### config.mk
export PLATFORM = sky130hd
export DESIGN_NAME = lfsr_gen
export DESIGN_NICKNAME = d
export VERILOG_FILES = /design/src/rtl/lfsr_gen.sv
export SDC_FILE = /design/constraint.sdc
export NUM_CORES = 1
export LEC_CHECK = 0
export ABC_CLOCK_PERIOD_IN_PS = 2250
export CAP_MARGIN = 5
export CELL_PAD_IN_SITES_DETAIL_PLACEMENT = 1
export CELL_PAD_IN_SITES_GLOBAL_PLACEMENT = 1
export CORE_MARGIN = 2
export CORE_UTILIZATION = 41
export CTS_BUF_LIST = sky130_fd_sc_hd__clkbuf_4
export DETAILED_ROUTE_END_ITERATION = 10
export PLACE_DENSITY_LB_ADDON = 0.3
export RECOVER_POWER = 50
export SYNTH_ARGS = -nofsm -noshare
export SYNTH_HDL_FRONTEND = slang
export SYNTH_SLANG_ARGS = --single-unit
### constraint.sdc
create_clock -name clk -period 2.25 [get_ports clk]
set_input_delay 0.3375 -clock clk [delete_from_list [all_inputs] [get_ports clk]]
set_output_delay 0.3375 -clock clk [all_outputs]
set_load 0.02 [all_outputs]
### src/rtl/lfsr_gen.sv
// rtl/lfsr_gen.sv - Fibonacci/Galois LFSR with seed load, period measurement and zero-state recovery
module lfsr_gen #(
  parameter int              WIDTH    = 8,
  parameter logic [WIDTH-1:0] FIB_TAPS = WIDTH'(8'hB2),
  parameter logic [WIDTH-1:0] GAL_TAPS = WIDTH'(8'h1D),
  parameter logic [WIDTH-1:0] INIT     = WIDTH'(1)
) (
  input  logic             clk,
  input  logic             rst,
  input  logic             en,
  input  logic             load,
  input  logic [WIDTH-1:0] seed,
  input  logic             mode,
  output logic [WIDTH-1:0] r_out,
  output logic             bit_out,
  output logic             wrap,
  output logic [WIDTH-1:0] period,
  output logic             lockup
);

  logic [WIDTH-1:0] state;
  logic [WIDTH-1:0] anchor;
  logic [WIDTH-1:0] cnt;
  logic [WIDTH-1:0] fib_next;
  logic [WIDTH-1:0] gal_next;
  logic [WIDTH-1:0] step_next;
  logic [WIDTH-1:0] cnt_inc;
  logic [WIDTH-1:0] seed_eff;

  always_comb begin
    fib_next  = {state[WIDTH-2:0], ^(state & FIB_TAPS)};
    gal_next  = {state[WIDTH-2:0], 1'b0} ^ (state[WIDTH-1] ? GAL_TAPS : '0);
    step_next = mode ? gal_next : fib_next;
    cnt_inc   = (cnt == '1) ? cnt : cnt + WIDTH'(1);
    // An all-zero seed would lock the register, so it is replaced by 1.
    seed_eff  = (seed == '0) ? WIDTH'(1) : seed;
  end

  always_ff @(posedge clk) begin
    if (rst) begin
      state  <= INIT;
      anchor <= INIT;
      cnt    <= '0;
      period <= '0;
      wrap   <= 1'b0;
      lockup <= 1'b0;
    end else begin
      wrap   <= 1'b0;
      lockup <= 1'b0;
      if (load) begin
        state  <= seed_eff;
        anchor <= seed_eff;
        cnt    <= '0;
      end else if (en) begin
        if (state == '0) begin
          // Degenerate taps can reach zero; restart from INIT without a wrap.
          state  <= INIT;
          anchor <= INIT;
          cnt    <= '0;
          lockup <= 1'b1;
        end else if (step_next == anchor) begin
          state  <= step_next;
          wrap   <= 1'b1;
          period <= cnt_inc;
          cnt    <= '0;
        end else begin
          state  <= step_next;
          cnt    <= cnt_inc;
        end
      end
    end
  end

  assign r_out   = state;
  assign bit_out = state[WIDTH-1];

endmodule

==> results of run 1 <==
[where the power goes]
group,leakage (nW),switching (mW),internal (mW),total (mW)
Clock,0.0419,0.236,0.246,0.482
Combinational,0.617,0.134,0.116,0.250
Sequential,0.277,0.0224,0.621,0.644
[timing repair]
item	in CTS	in global routing
endpoints found under the setup margin	0	5
buffers inserted	0	2
hold buffers	0	0
[flip-flops by register name (all words and copies together) (netlist names)]
name    flops
period      8
cnt         8
anchor      8
r_out       8
wrap        1
lockup      1
[layout make-up]
| type | count | area [um2] | area share, % |
|---|---|---|---|
| Sequential cell | 34 | 680.7 | 29.17 |
| Tap cell | 52 | 65.06 | 2.788 |
| Clock buffer | 6 | 45.04 | 1.930 |
| Clock inverter | 2 | 37.54 | 1.609 |
| Inverter | 5 | 18.77 | 0.8043 |
| Multi-Input combinational cell | 152 | 1055 | 45.20 |
| Timing Repair Buffer | 46 | 431.7 | 18.50 |
[metrics by stage]
stage                     hold slack (ns)  power (mW)
after floorplan                    0.4646      0.8095
after global placement             0.4847      0.9030
after detailed placement           0.5058      0.9072
after CTS                          0.5237       1.379
after global routing               0.5679       1.434
final                              0.5176       1.376
[worst paths after layout]
path               end  depth (start not counted)  slack, ns      from
min             cnt[1]                          2       0.52    cnt[1]
max          period[7]                          8       0.09  r_out[4]
max reg2reg  period[7]                          8       0.09  r_out[4]
min reg2reg     cnt[1]                          2       0.52    cnt[1]
[critical path: cells and delay by family, from the launching register on]
kind                       cells  cell delay [ns]
xor gates and xnor gates       1             0.18
AOI/OAI and AO/OA              2             0.46
DFF                            1             0.36
adders and majority gates      1             0.30
muxes                          1             0.32
and+or+nand+nor                1             0.25
buffers and inverters          2             0.19
[Yosys cell counts, drive strengths merged, types with 2 or more instances]
cell type  instances
dfxtp             34
nor2              27
nand2             13
nor3              11
a22oi              8
xnor2              8
and2b              7
clkbuf             7
o21ai              7
mux2               6
a21oi              5
a222oi             5
and3               5
inv                5
xor2               5
mux2i              4
o31ai              4
and2               3
buf                3
o211ai             3
a211oi             2
a31oi              2
ha                 2
nand3b             2
nor2b              2
nor3b              2
nor4               2
o21a               2
[routing by layer]
layer,track usage [%],vias up,part of all wire [%]
li1,-,820,-
met5,0,-,0
met2,33.33,54,45
met4,5.660,0,1.8
met1,29.28,809,47
met3,4.416,12,5.5
[kinds of logic (layout without fill, tap and decap cells)]
group | Yosys count | count (layout)
simple gates | 82 | 82
compound gates | 45 | 45
flops | 34 | 34
buf+inv | 15 | 59
xor+xnor | 13 | 13
mux | 10 | 10
fa+ha+maj | 2 | 2
==> flow_summary.ini, run 1 <==
[clock_network]
ctsHtreeMaxLevel = 2
tritoncts_clock_tree = done
cts-resized-gates = 0
path_clk_slew_ns = 0.11
worstSkewPairLatency_ns = 0.36
clock_sink_count = 34
cts_buffers = 5
cts-root-buf = clkbuf_4
cts_buffer_depth = 2

[yosys]
synth_sequential_area_ratio_pct = 37.16
synth_largest_type_area_fraction_pct = 37.16
synth.area.mux_share_pct = 5.874
synth_top_family_by_area = simple AND/OR/NAND/NOR gates
synth.area.top_cells = dfxtp_1 (37%), nor2_1 (5.5%), xnor2_1 (3.8%), mux2_2 (3.7%), a22oi_1 (3.3%)
synth_flop_cell = dfxtp_1
synth_xor_xnor_area_share_pct = 6.216
post_synth_instance_area_um2 = 1832
synth-adder-area-share_pct = 1.366
proportion_of_register_bits_with_asynchronous_set_or_reset_after_synthesis_pct = 0
netlist_instances = 201
synth_warnings = 0
synth-compound-area-share_pct = 19.13
yosysTopAreaCell = dfxtp_1
yosys_register_bits = 34
avgSynthCellArea_um2 = 9.113
yosys.cell_types.count = 57
synth_enable_flop_cells = 0
yosys.area_share.simple_pct = 25.00
postSynthNetCount = 216

[routing]
initial_drt_markers = 123
detail_route.first_pass.iterations = 4
wl_final_mm = 5.173
route.detailed.vias_per_inst = 5.707
antenna_left = 0
post_drt_wl_per_cell_um = 17.42
route.vias.total = 1695
drcViolationCount = 0

[min_path]
worst_hold_path_type = reg -> reg

[die]
placeable_area_um2 = 4324
die_w_um = 70.84
vertical_die_dimension_um = 70.84
io_pins = 32
num_rows = 24
floorplan.die_area_um2 = 5018
initial_utilization_pct = 42.36

[final_layout]
final_cell_mix = dfxtp_1 (34), nor2_1 (27), dlygate4sd3_1 (18)
layout.core_utilization_pct = 53.96
num_antenna_cells = 0
layoutNonFillerInstCount = 297
final.fill_count = 521
numnets_final = 259
final_common_cell = dfxtp_1
post_route_cells_drive_above_1_share_pct = 19.59
design_area_um2 = 2333
layout-area-overhead-vs-synth_pct = 27.39

[critical_path]
timing_worst_setup_path_type = reg -> reg
cp.arrival_ns = 2.42
critical_path.cell_chain = inv_1 > ha_1 > xnor2_1 > o22ai_1 > o211ai_2 > nor3_4 > buf_12 > mux2_2
timing.critical_path.fanout_max = 8
cpPeakStageDelay_ns = 0.36
worst_ep_required_time_ns = 2.50
cell_with_the_largest_stage_delay_on_the_worst_path = dfxtp_1
endpoint_kind = register
startpoint_type_of_the_worst_setup_path = register

[sta]
timing_max_transition_violations_final = 0
worst_slew_margin_rel_pct = 45.54
hold_viol_final = 0
measured_slew_at_the_worst_slew_check_pin_ns = 0.8169
setup_ws_ns = 0.08605
period_minus_ws_final_ns = 2.164
final.period_utilization_pct = 96.18
setup_repair_after_global_routing_missed_its_margin = no
setup_viol = 0
setup_tns_ns = 0
fin_worst_skew_ns = 0.01266
max_freq_mhz = 462.1

[pwr]
vdd_ir_drop_max_mv = 0.3624
pwr_dens_nw_per_um2 = 589.6
leakage_nw = 0.9357

[global_route]
first_pass_grt_wire_length_mm = 8.280
track_usage_pct = 21.05
antenna_found_initial = 0
grt_start_max_net_pins = 29
number_of_global_route_vias_before_repair = 1636
overflow_after_grt = 0

[place]
postPlaceCellArea_um2 = 2227
finalWeightedCongestion = 0.8225
placed_cells = 287
post-dp-hpwl_mm = 3.712
pre_cts_slack_ns = -0.03719
portbufs = 31

[job]
max_cap_violations = 0

[status]
status = finished, final reports clean
No activity file was read; power rests on OpenSTA's default activity.
==> run 2: changes to the inputs <==
Settings changed: ABC_CLOCK_PERIOD_IN_PS 2250 to 1900, CORE_UTILIZATION 41 to 37.
Clock period 2.25 ns to 1.9 ns, I/O delays scaled along.
==> run 2 against run 1 <==
- the run now ends with negative setup slack left
- register-to-register slack worse by 0.11 ns
- first-iteration DRC count is 38% lower
- highest routed layer unchanged
- sequential cell count stayed put
- via count is 2.8% higher
- sequential share of layout area is 2.2 points lower
- clock skew is 0.0017 ns lower
==> flow_summary.ini, run 2 (synthesized netlist as in run 1, its figures left out) <==
[critical_path]
cp.arrival_ns = 2.16
setup.worst_path.start = r_out[4]
timing_worst_setup_path_type = reg -> reg
timing.reg2reg.setup_slack_ns = -0.02
worstReg2RegStart = r_out[4]
timing.critical_path.fanout_max = 3
r2r_cells = 8
r2r-end = period[0]
worst_ep_required_time_ns = 2.13
endpoint_kind = register
startpoint_type_of_the_worst_setup_path = register

[final_layout]
layout.area.seq_um2 = 693.2
final_common_cell = dfxtp_1
design_area_um2 = 2574
num_antenna_cells = 0
multi_input_comb_area_um2 = 1176
layoutNonFillerInstCount = 327
layout-area-overhead-vs-synth_pct = 40.51
numnets_final = 274
final.fill_count = 565
post_route_cells_drive_above_1_share_pct = 30.77
layout.core_utilization_pct = 54.13
final_cell_mix = dfxtp_1 (28), buf_4 (27), nor2_1 (25)

[pwr]
vdd_ir_drop_max_mv = 0.3169
leakage_nw = 1.022
post-layout-total-power_mw = 1.548
pwr_dens_nw_per_um2 = 601.3

[global_route]
number_of_global_route_vias_before_repair = 1797
track_usage_pct = 20.78
first_pass_grt_wire_length_mm = 8.707
grt_start_max_net_pins = 29
antenna_found_initial = 0
overflow_after_grt = 0

[routing]
route.detailed.vias_per_inst = 5.330
wl_final_mm = 5.331
maxUsedRoutingLayer = met4
post_drt_wl_per_cell_um = 16.30
antenna_left = 0
drcViolationCount = 0
dr_wl_met3_um = 198
detail_route.wirelength.met1_mm = 2.443
detail_route.first_pass.iterations = 4
route.vias.total = 1743
wl_met2_mm = 2.638
initial_drt_markers = 76

[sta]
final.period_utilization_pct = 101.2
setup_repair_after_global_routing_missed_its_margin = yes
fin_worst_skew_ns = 0.01094
timing_max_transition_violations_final = 0
measured_slew_at_the_worst_slew_check_pin_ns = 0.4025
worst_slew_margin_rel_pct = 72.92
period_minus_ws_final_ns = 1.923
setup_viol = 1
hold_viol_final = 0
setup_ws_ns = -0.02326
max_freq_mhz = 519.9

[min_path]
worst_hold_path_type = reg -> reg
hold_path_depth = 2
holdPathEnd = cnt[6]
hold_path_startpoint = cnt[6]

[die]
die_w_um = 74.36
placeable_area_um2 = 4755
vertical_die_dimension_um = 74.36
floorplan.die_area_um2 = 5529
io_pins = 32
num_rows = 25
initial_utilization_pct = 38.53

[status]
violations = negative setup slack
status = complete, but fails checks

[clock_network]
clock_sink_count = 34
post_cts_hold_buffer_count = 0
cts_buffers = 5
tritoncts_clock_tree = done
cts_buffer_depth = 2
worstSkewPairLatency_ns = 0.34
cts-root-buf = clkbuf_4
path_clk_slew_ns = 0.10
ctsHtreeMaxLevel = 2

[place]
post-dp-hpwl_mm = 3.930
postPlaceCellArea_um2 = 2440
placed_cells = 319
portbufs = 31
finalWeightedCongestion = 0.8050

[job]
max_cap_violations = 0
[run 2: changes by cell type in the layout (fill, tap and decap cells not counted), sizes merged]
cell,delta
buf,+15
clkinvlp,-1
clkdlybuf4s50,+3
bufinv,-1
clkinv,+2
dlygate4sd3,-3
[run 2: power by group]
| part | total, mW | internal [mW] | switching, mW |
|---|---|---|---|
| clock network | 0.406 | 0.153 | 0.253 |
| logic | 0.375 | 0.191 | 0.184 |
| registers | 0.766 | 0.736 | 0.0303 |
| total | 1.55 | 1.08 | 0.468 |
[run 2: routing by layer]
| layer | GRT usage [%] | vias to the layer above |
|---|---|---|
| met3 | 3.794 | 5 |
| met5 | 0 | - |
| met4 | 6.548 | 0 |
| li1 | - | 848 |
| met2 | 34.12 | 39 |
| met1 | 27.73 | 851 |
[run 2: repair_timing]
item	4_1_cts	5_1_grt
endpoints found under the setup margin	16	17
buffers inserted	0	1
gates resized for setup	6	12
pin swaps	4	8
[run 2: critical path, stage by stage, from the launching register on]
cell      delay [ns]
dfxtp_4         0.36
inv_2           0.04
ha_4            0.25
xnor2_4         0.21
a211o_2         0.17
o211ai_4        0.10
buf_6           0.14
o311a_2         0.32
a31o_2          0.21
[run 2: cell type report]
cell class	count	area share [%]
Multi-Input combinational cell	152	45.70
Sequential cell	34	26.93
Clock inverter	2	0.3403
Timing Repair Buffer	61	21.29
Inverter	5	0.7292
Clock buffer	6	1.750
Tap cell	67	3.257
[run 2: how the worst max path moves through the flow]
| stage | endpoint | slack, ns | depth (start not counted) |
|---|---|---|---|
| 3_3_place_gp | period[0] | -0.20 | 7 |
| 2_1_floorplan | period[2] | -0.12 | 7 |
| 6_report | period[0] | -0.02 | 8 |
| 3_5_place_dp | period[0] | -0.28 | 7 |
| 4_1_cts | period[0] | -0.05 | 8 |
| 5_1_grt | period[0] | -0.09 | 8 |
[run 2: per-stage QoR]
stage               setup WS [ns]  hold WS (ns)   TNS, ns
finish                   -0.02326        0.5258  -0.02326
global route             -0.09128        0.5597   -0.9132
CTS                      -0.05479        0.5261   -0.3991
detailed placement        -0.2807        0.5096    -3.009
global placement          -0.2008        0.4832    -2.100
floorplan                 -0.1186        0.4172   -0.5929
